<file path="src/rtl/fifo_uart_tx_pkg.sv">
// Shared frame constants and FSM state encoding for the FIFO-fed UART transmitter.
package fifo_uart_tx_pkg;

   localparam int unsigned DATA_BITS            = 8;
   localparam int unsigned WORD_BYTES           = 2;
   localparam int unsigned DEFAULT_CLKS_PER_BIT = 16;

   typedef logic [2:0] state_t;

   localparam state_t S_IDLE    = 3'd0;
   localparam state_t S_REQ     = 3'd1;
   localparam state_t S_CAPTURE = 3'd2;
   localparam state_t S_START   = 3'd3;
   localparam state_t S_DATA    = 3'd4;
   localparam state_t S_STOP    = 3'd5;

   // States in which the line idles high and no bit is being timed.
   function automatic logic idle_line(input state_t s);
      return (s == S_IDLE) || (s == S_REQ) || (s == S_CAPTURE);
   endfunction

endpackage

</file>
<file path="src/rtl/fifo_uart_tx_bit_timer.sv">
// Free-running bit-period counter with a one-cycle bit_done pulse on the last cycle of each bit.
module uart_bit_timer
   import fifo_uart_tx_pkg::*;
#(
   parameter int unsigned CLKS_PER_BIT = DEFAULT_CLKS_PER_BIT
) (
   input  logic clk,
   input  logic resetn,
   input  logic clear,
   output logic bit_done
);

   localparam int unsigned        CNT_W = $clog2(CLKS_PER_BIT);
   localparam logic [CNT_W-1:0]   LAST  = CNT_W'(CLKS_PER_BIT - 1);

   logic [CNT_W-1:0] cnt;

   // NOTE: sequential state uses non-blocking assignments so every flop samples pre-edge values.
   always_ff @(posedge clk) begin
      if (!resetn || clear) begin
         cnt <= '0;
      end else if (cnt == LAST) begin
         cnt <= '0;
      end else begin
         cnt <= cnt + CNT_W'(1);
      end
   end

   assign bit_done = (cnt == LAST) && !clear;

endmodule

</file>
<file path="src/rtl/fifo_uart_tx.sv">
// Fetches 16-bit words from an upstream FIFO and sends them as two 8N1 UART frames, low byte first.
module fifo_uart_tx
   import fifo_uart_tx_pkg::*;
#(
   parameter int unsigned CLKS_PER_BIT = DEFAULT_CLKS_PER_BIT
) (
   input  logic        clk,
   input  logic        resetn,
   input  logic        f_empty,
   input  logic [15:0] rd_data,
   input  logic        tx_enable,
   output logic        rd_enb,
   output logic        tx,
   output logic        busy
);

   localparam int unsigned        BIT_W     = $clog2(DATA_BITS);
   localparam int unsigned        BYTE_W    = $clog2(WORD_BYTES);
   localparam logic [BIT_W-1:0]   LAST_BIT  = BIT_W'(DATA_BITS - 1);
   localparam logic [BYTE_W-1:0]  LAST_BYTE = BYTE_W'(WORD_BYTES - 1);

   state_t                state, state_next;
   logic [15:0]           word_q, word_next;
   logic [BYTE_W-1:0]     byte_idx, byte_next;
   logic [BIT_W-1:0]      bit_idx, bit_next;
   logic [DATA_BITS-1:0]  byte_sel;
   logic                  tx_next;
   logic                  bit_done;
   logic                  timer_clear;

   assign timer_clear = idle_line(state);

   uart_bit_timer #(.CLKS_PER_BIT(CLKS_PER_BIT)) u_timer (
      .clk      (clk),
      .resetn   (resetn),
      .clear    (timer_clear),
      .bit_done (bit_done)
   );

   // NOTE: every always_comb output gets a default first, so no path can infer a latch.
   always_comb begin
      state_next = state;
      word_next  = word_q;
      byte_next  = byte_idx;
      bit_next   = bit_idx;
      case (state)
         S_IDLE:    if (tx_enable && !f_empty) state_next = S_REQ;
         S_REQ:     state_next = S_CAPTURE;
         S_CAPTURE: begin
            word_next  = rd_data;
            byte_next  = '0;
            state_next = S_START;
         end
         S_START: begin
            bit_next = '0;
            if (bit_done) state_next = S_DATA;
         end
         S_DATA: begin
            if (bit_done) begin
               bit_next = bit_idx + BIT_W'(1);
               if (bit_idx == LAST_BIT) state_next = S_STOP;
            end
         end
         S_STOP: begin
            if (bit_done) begin
               if (byte_idx == LAST_BYTE) begin
                  state_next = S_IDLE;
               end else begin
                  byte_next  = byte_idx + BYTE_W'(1);
                  state_next = S_START;
               end
            end
         end
         default:   state_next = S_IDLE;
      endcase

      // tx is computed from the upcoming state so the registered line lines up with it.
      byte_sel = word_next[DATA_BITS*byte_next +: DATA_BITS];
      case (state_next)
         S_START: tx_next = 1'b0;
         S_DATA:  tx_next = byte_sel[bit_next];
         default: tx_next = 1'b1;
      endcase
   end

   always_ff @(posedge clk) begin
      if (!resetn) begin
         state    <= S_IDLE;
         word_q   <= '0;
         byte_idx <= '0;
         bit_idx  <= '0;
         tx       <= 1'b1;
      end else begin
         state    <= state_next;
         word_q   <= word_next;
         byte_idx <= byte_next;
         bit_idx  <= bit_next;
         tx       <= tx_next;
      end
   end

   assign rd_enb = (state == S_REQ);
   assign busy   = (state != S_IDLE);

endmodule

</file>
<file path="config.mk">
export PLATFORM = sky130hd
export DESIGN_NAME = fifo_uart_tx
export DESIGN_NICKNAME = d
export VERILOG_FILES = /design/src/rtl/fifo_uart_tx_pkg.sv /design/src/rtl/fifo_uart_tx_bit_timer.sv /design/src/rtl/fifo_uart_tx.sv
export SDC_FILE = /design/constraint.sdc
export NUM_CORES = 1
export LEC_CHECK = 0
export BUFFER_PORTS_ARGS = -buffer_cell sky130_fd_sc_hd__buf_2
export CAP_MARGIN = 20
export CORE_MARGIN = 5
export CORE_UTILIZATION = 25
export DETAILED_ROUTE_END_ITERATION = 10
export PLACE_DENSITY = 0.45
export SETUP_SLACK_MARGIN = 0.3
export SYNTH_ARGS = -nofsm -noshare
export SYNTH_HDL_FRONTEND = slang
export SYNTH_SLANG_ARGS = --single-unit
export TNS_END_PERCENT = 30
</file>
<file path="constraint.sdc">
create_clock -name clk -period 2.45 [get_ports clk]
set_input_delay 0.245 -clock clk [delete_from_list [all_inputs] [get_ports clk]]
set_output_delay 0.245 -clock clk [all_outputs]
set_load 0.02 [all_outputs]
</file>
# --- Word-level counts from Yosys, hierarchy flattened ---
# Cells that the tools add are included.
classes:
  mux: 16
  order_cmp: 1
  shifts: 1
  n_eq_ne: 9
  reduce_logical: 11
  add_sub_neg: 3
ops:
  columns: ["operator", "n"]
  rows:
  - ["3-bit 2-to-1 mux", 6]
  - ["3-bit case mux with 6 select lines", 1]
  - ["16-bit 2-to-1 mux", 1]
  - ["16-bit by 5-bit variable part select with 8-bit output", 1]
  - ["3-bit == test (second input constant)", 4]
  - ["3-bit by 2-bit == test with 1-bit output (second input constant)", 3]
  - ["3-bit case mux with 2 select lines", 1]
  - ["4-bit by 1-bit adder with 4-bit output (second input constant)", 1]
  - ["4-bit == test (second input constant)", 1]
  - ["3-bit by 4-bit less-than comparator with 1-bit output (second input constant)", 1]
  - ["1-bit case mux with 2 select lines", 2]
  - ["3-bit by 1-bit adder with 3-bit output (second input constant)", 1]
  - ["1-bit binary-select mux with 3-bit select", 1]
  - ["3-bit by 1-bit == test with 1-bit output (second input constant)", 1]
  - ["1-bit logical NOT", 3]
  - ["3-bit logical NOT", 1]
  - ["1-bit logical OR", 3]
  - ["1-bit 2-to-1 mux", 3]
  - ["3-bit nonzero test", 1]
  - ["1-bit logical AND", 2]
  - ["2-bit 2-to-1 mux", 1]
  - ["2-bit OR reduction", 1]
  - ["1-bit adder (second input constant)", 1]
totals:
  ff_bits: 28
  input_bits: 20

# --- Longest topological paths before layout ---
logic_depth:
  depth_word: 11
  ltp_mapped: 9
  mapped_depth_nobuf: 8

# --- Modules after synthesis ---
# A second synthesis with hierarchy kept.
unflattened:
  hier_cells: 168
  hier_area_um2: 1532.7
by_module_without_submodules:
  columns: ["mod", "instances", "area_each_um2", "cells_each", "seq_area_each_um2"]
  rows:
  - ["fifo_uart_tx", 1, 1371.3, 152, 480.5]
  - ["uart_bit_timer", 1, 161.4, 16, 80.1]

# --- Worst setup path before layout ---
# Ideal clock, no wire load.
synth_timing:
  path_type: "flip-flop to flip-flop"
  startpoint: "register u_timer.cnt[0]"
  endpoint: "register tx"
  path_slack_ns: 0.173
  setup_ns: 0.074
  arrival_time_ns: 2.203
  stages_incl_launch_ff: 9
  required_ns: 2.376
  n_path_buf: 0
  path_cell_list: "dfxtp_1 -> ha_1 -> nand4_2 -> or3_4 -> o211a_1 -> nor4_2 -> nor4_1 -> or4_1 -> a31oi_1"
synth_between:
  elab_chain_cells: 8
  word_cells_on_any_way: 16
synth_rtl:
  columns: ["element", "line", "text"]
  rows:
  - ["start: declaration", "fifo_uart_tx_bit_timer.sv:16", "logic [CNT_W-1:0] cnt;"]
  - ["start signal: assignment", "fifo_uart_tx_bit_timer.sv:25", "cnt <= cnt + CNT_W'(1);"]
  - ["4-bit == test (*)", "fifo_uart_tx_bit_timer.sv:29", "assign bit_done = (cnt == LAST) && !clear;"]
  - ["1-bit logical AND (*)", "fifo_uart_tx_bit_timer.sv:29", null]
  - ["1-bit 2-to-1 mux", "fifo_uart_tx.sv:65", "if (bit_done) begin"]
  - ["1-bit case mux with 2 select lines", "fifo_uart_tx.sv:46", "case (state)"]
  - ["16-bit by 5-bit variable part select with 8-bit output", "fifo_uart_tx.sv:78", "byte_sel = word_next[DATA_BITS*byte_next +: DATA_BITS];"]
  - ["1-bit binary-select mux with 3-bit select", "fifo_uart_tx.sv:81", "S_DATA: tx_next = byte_sel[bit_next];"]
  - ["1-bit 2-to-1 mux (implied by the code)", "fifo_uart_tx.sv:81", null]
  - ["1-bit case mux with 2 select lines (*)", "fifo_uart_tx.sv:79", "case (state_next)"]
  - ["end signal: assignment", "fifo_uart_tx.sv:98", "tx <= tx_next;"]
  - ["end: declaration", "fifo_uart_tx.sv:13", "output logic tx,"]
# Mark *: on every way between the ends. The rest lies on a longest branch, timed or not. The select of a mux whose other input is x is not followed.
# A chain may end at the register's enable or synchronous reset.

# --- Final worst setup path ---
# Ends and elaborated chain as after synthesis.

==> out/results.txt <==
Status - finished clean
Met3 Use GR - 1.66%
Post-synthesis sequential area ratio - 35.6%
Cell count after synthesis - 205
# rows - 29
Arrival @ worst endpoint - 2.39 ns
Max Clock Freq - 460 MHz
Clk_lat worst skew - 0.28 ns
Cell family with most CP delay - simple AND/OR/NAND/NOR gates
Yosys cell types - 47
First-pass GRT wire length - 7.10 mm
Period Utilization, post-route - 88.8%
Post-synth EDFFs - 0
Busiest grt layer - met2
Largest family of logic cells by synthesized area - simple AND/OR/NAND/NOR gates
Die width - 89.3 microns
Drt wl/cell - 13.4 microns
Hold Path Class - in2reg
Syn nets - 228
Max Cap Viol - 0
Setup crit end kind - flip-flop
RSZ-0062 raised after global routing - yes
Met2 Use GR - 18.4%
Top post-synthesis cells by area - dfxtp_1 36%, nand2_1 11%, a21oi_1 10%
Worst slew margin - 62.1%
Syn Area/Cell - 7.68 sq um
DIE HEIGHT - 89.3 microns
Synth Area in XOR/XNOR - 1.11%
Post-synthesis compound-gate area fraction - 24.1%
Worst path slowest cell - or4_1
CP max FO - 4
Area grow syn2layout - 29.3%
Clock buffer count from CTS - 3
Final antenna-violating net count - 0
N_diodes - 0
Cell taking the most area after synthesis - dfxtp_1
CP max stage delay - 0.52 ns
Hold-fix buffers, CTS - 0
Num Clock Sinks - 28
WHS - 0.187 ns
Simple-gate share of the synthesized area - 28.3%
Met1 usage - 15.7%
Vias in the first global route - 1473
Synthesized area - 0.00157 sq mm
Hold Fails Final Rpt - 0
Total congestion overflow - 0
Synth warn - 0
Setup Total Neg Slack - 0 ns
Maximum clock insertion buffer count - 2
Via density - 4.75
Layout net count - 264
Mux cell area share after synthesis - 0%
Total number of vias - 1507
Buffers & Inverters on Critical Path - 0
Post-layout util - 32.6%
Core ar. - 0.00624 sq mm
CTS tree - done
Residual DRC count - 0
Final Max Tran Viols - 0
Worst-path clk slew - 0.10 ns
Min Tclk post-route - 2.17 ns
Largest net degree at the start of global routing - 20
WL final - 4.23 mm
H-tree levels - 1
Layout cell share with drive strength beyond 1 - 32.9%
Synth Area in Adders - 2.38%
Worst VDD drop - 0.000295 V
Initial Util - 25.2%
TritonRoute pass-1 iters - 4
Die ar. - 0.00798 sq mm
CP Class - reg2reg
Port Buf Inserts - 22
Commonest cells after routing, fill and taps aside - 48 x nand2_1, 32 x a21oi_1, 22 x buf_2
Post-synthesis async set-or-reset flop share - 0%
CP required - 2.67 ns
Total GRT Usage - 11.4%
Leakage - 0.784 nW
Pin slew with the least headroom to its limit - 0.565 ns
Top cell type's share of synthesized area - 35.6%
Root Driver - clkbuf_8
Startpoint type of the worst setup path - flip-flop
DR iter-0 viols - 85
Initial antenna violation count - 0
Post-DP HPWL - 3.21 mm
Cell Pwr Density - 507 mW/mm^2
# IOs - 23
CP Cell Sequence - ha_4 -> nand4_4 -> or3_4 -> o221a_4 -> o311ai_2 -> a21oi_1 -> or4_1 -> a31oi_1
Setup Viol. Count Final - 0
Placer Congestion - 0.797
Clock skew - 0.00510 ns
Top FF cell, synth - dfxtp_1
Commonest non-fill, non-tap cell in the layout - nand2_1
Number of synthesized register bits - 28
==> area by class of cell <==
cell class	count	area, sq um
clock buffer	3	41.3
sequential	28	569
inverter	9	37.5
tap	77	96.3
multi-input combinational	156	985
clock inverter	1	30.0
timing repair buffer	43	275
fill	676	4210
==> power by group <==
group	switching, mW	internal, mW	total (mW)
sequential	0.0123	0.472	0.484
clock	0.155	0.219	0.374
combinational	0.0966	0.0768	0.173
total	0.264	0.768	1.03
==> path summary, 6_finish.rpt <==
check            startpoint          to  slack, ns  depth (start not counted)
max          u_timer.cnt[0]          tx       0.28                          8
min             rd_data[14]  word_q[14]       0.19                          3
max reg2reg  u_timer.cnt[0]          tx       0.28                          8
min reg2reg       word_q[3]   word_q[3]       0.46                          2
==> timing repair <==
action                                  in CTS  in global routing
pin swaps                                   10                  1
buffers inserted                             6                  0
endpoints found under the setup margin       1                  1
hold endpoints to repair                     0                  0
resized for setup                           17                  5
==> metal layers <==
| layer | vias up | share of wire, % | wire length (microns) |
|---|---|---|---|
| li1 | 790 | - | - |
| met1 | 691 | 51 | 2170 |
| met2 | 21 | 44 | 1880 |
| met3 | 5 | 2.8 | 119 |
| met4 | 0 | 1.6 | 67 |
| met5 | - | 0 | 0 |
==> Yosys cell counts, types with 2 or more instances <==
cell,number
a211oi_1,3
a31oi_1,5
nor3_1,5
ha_1,3
o21ai_0,9
nand3_1,2
nor2_1,10
a21oi_1,33
clkbuf_2,2
inv_1,8
clkbuf_1,4
buf_6,3
a22oi_1,3
a21o_1,2
or3_1,3
clkbuf_8,3
and2_1,2
nor4_1,2
dfxtp_1,28
nand2_1,48
==> kinds of logic (layout without fill, tap and decap cells) <==
logic type               after synthesis  after routing
AO/OA/AOI/OAI                         63             63
XOR/XNOR                               2              2
adder cells (fa/ha/maj)                3              3
buffers and inverters                 21             56
flip-flops                            28             28
AND/OR/NAND/NOR                       88             88
==> worst register-to-register path: stages, from the launching register on <==
cell      delay (ns)
dfxtp_2         0.36
ha_4            0.17
nand4_4         0.11
or3_4           0.39
o221a_4         0.26
o311ai_2        0.09
a21oi_1         0.06
or4_1           0.52
a31oi_1         0.17
==> sequential cells by signal, summed over array words and instances (netlist names) <==
signal and count:
tx 1, byte_idx 1, word_q 16, bit_idx 3, state 3, u_timer.cnt 4
==> per-stage QoR <==
step           cell area [sq um]  std cells  power, mW  setup WS [ns]
4_1_cts                     2020        317       1.04          0.275
3_5_place_dp                1830        307      0.651          0.159
5_1_grt                     2030        317       1.08          0.177
6_report                    2030        317       1.03          0.275
3_3_place_gp                1830        307      0.652          0.152
2_1_floorplan               1610        205      0.594          0.323
Note: power is estimated with default switching activity, not from simulation.
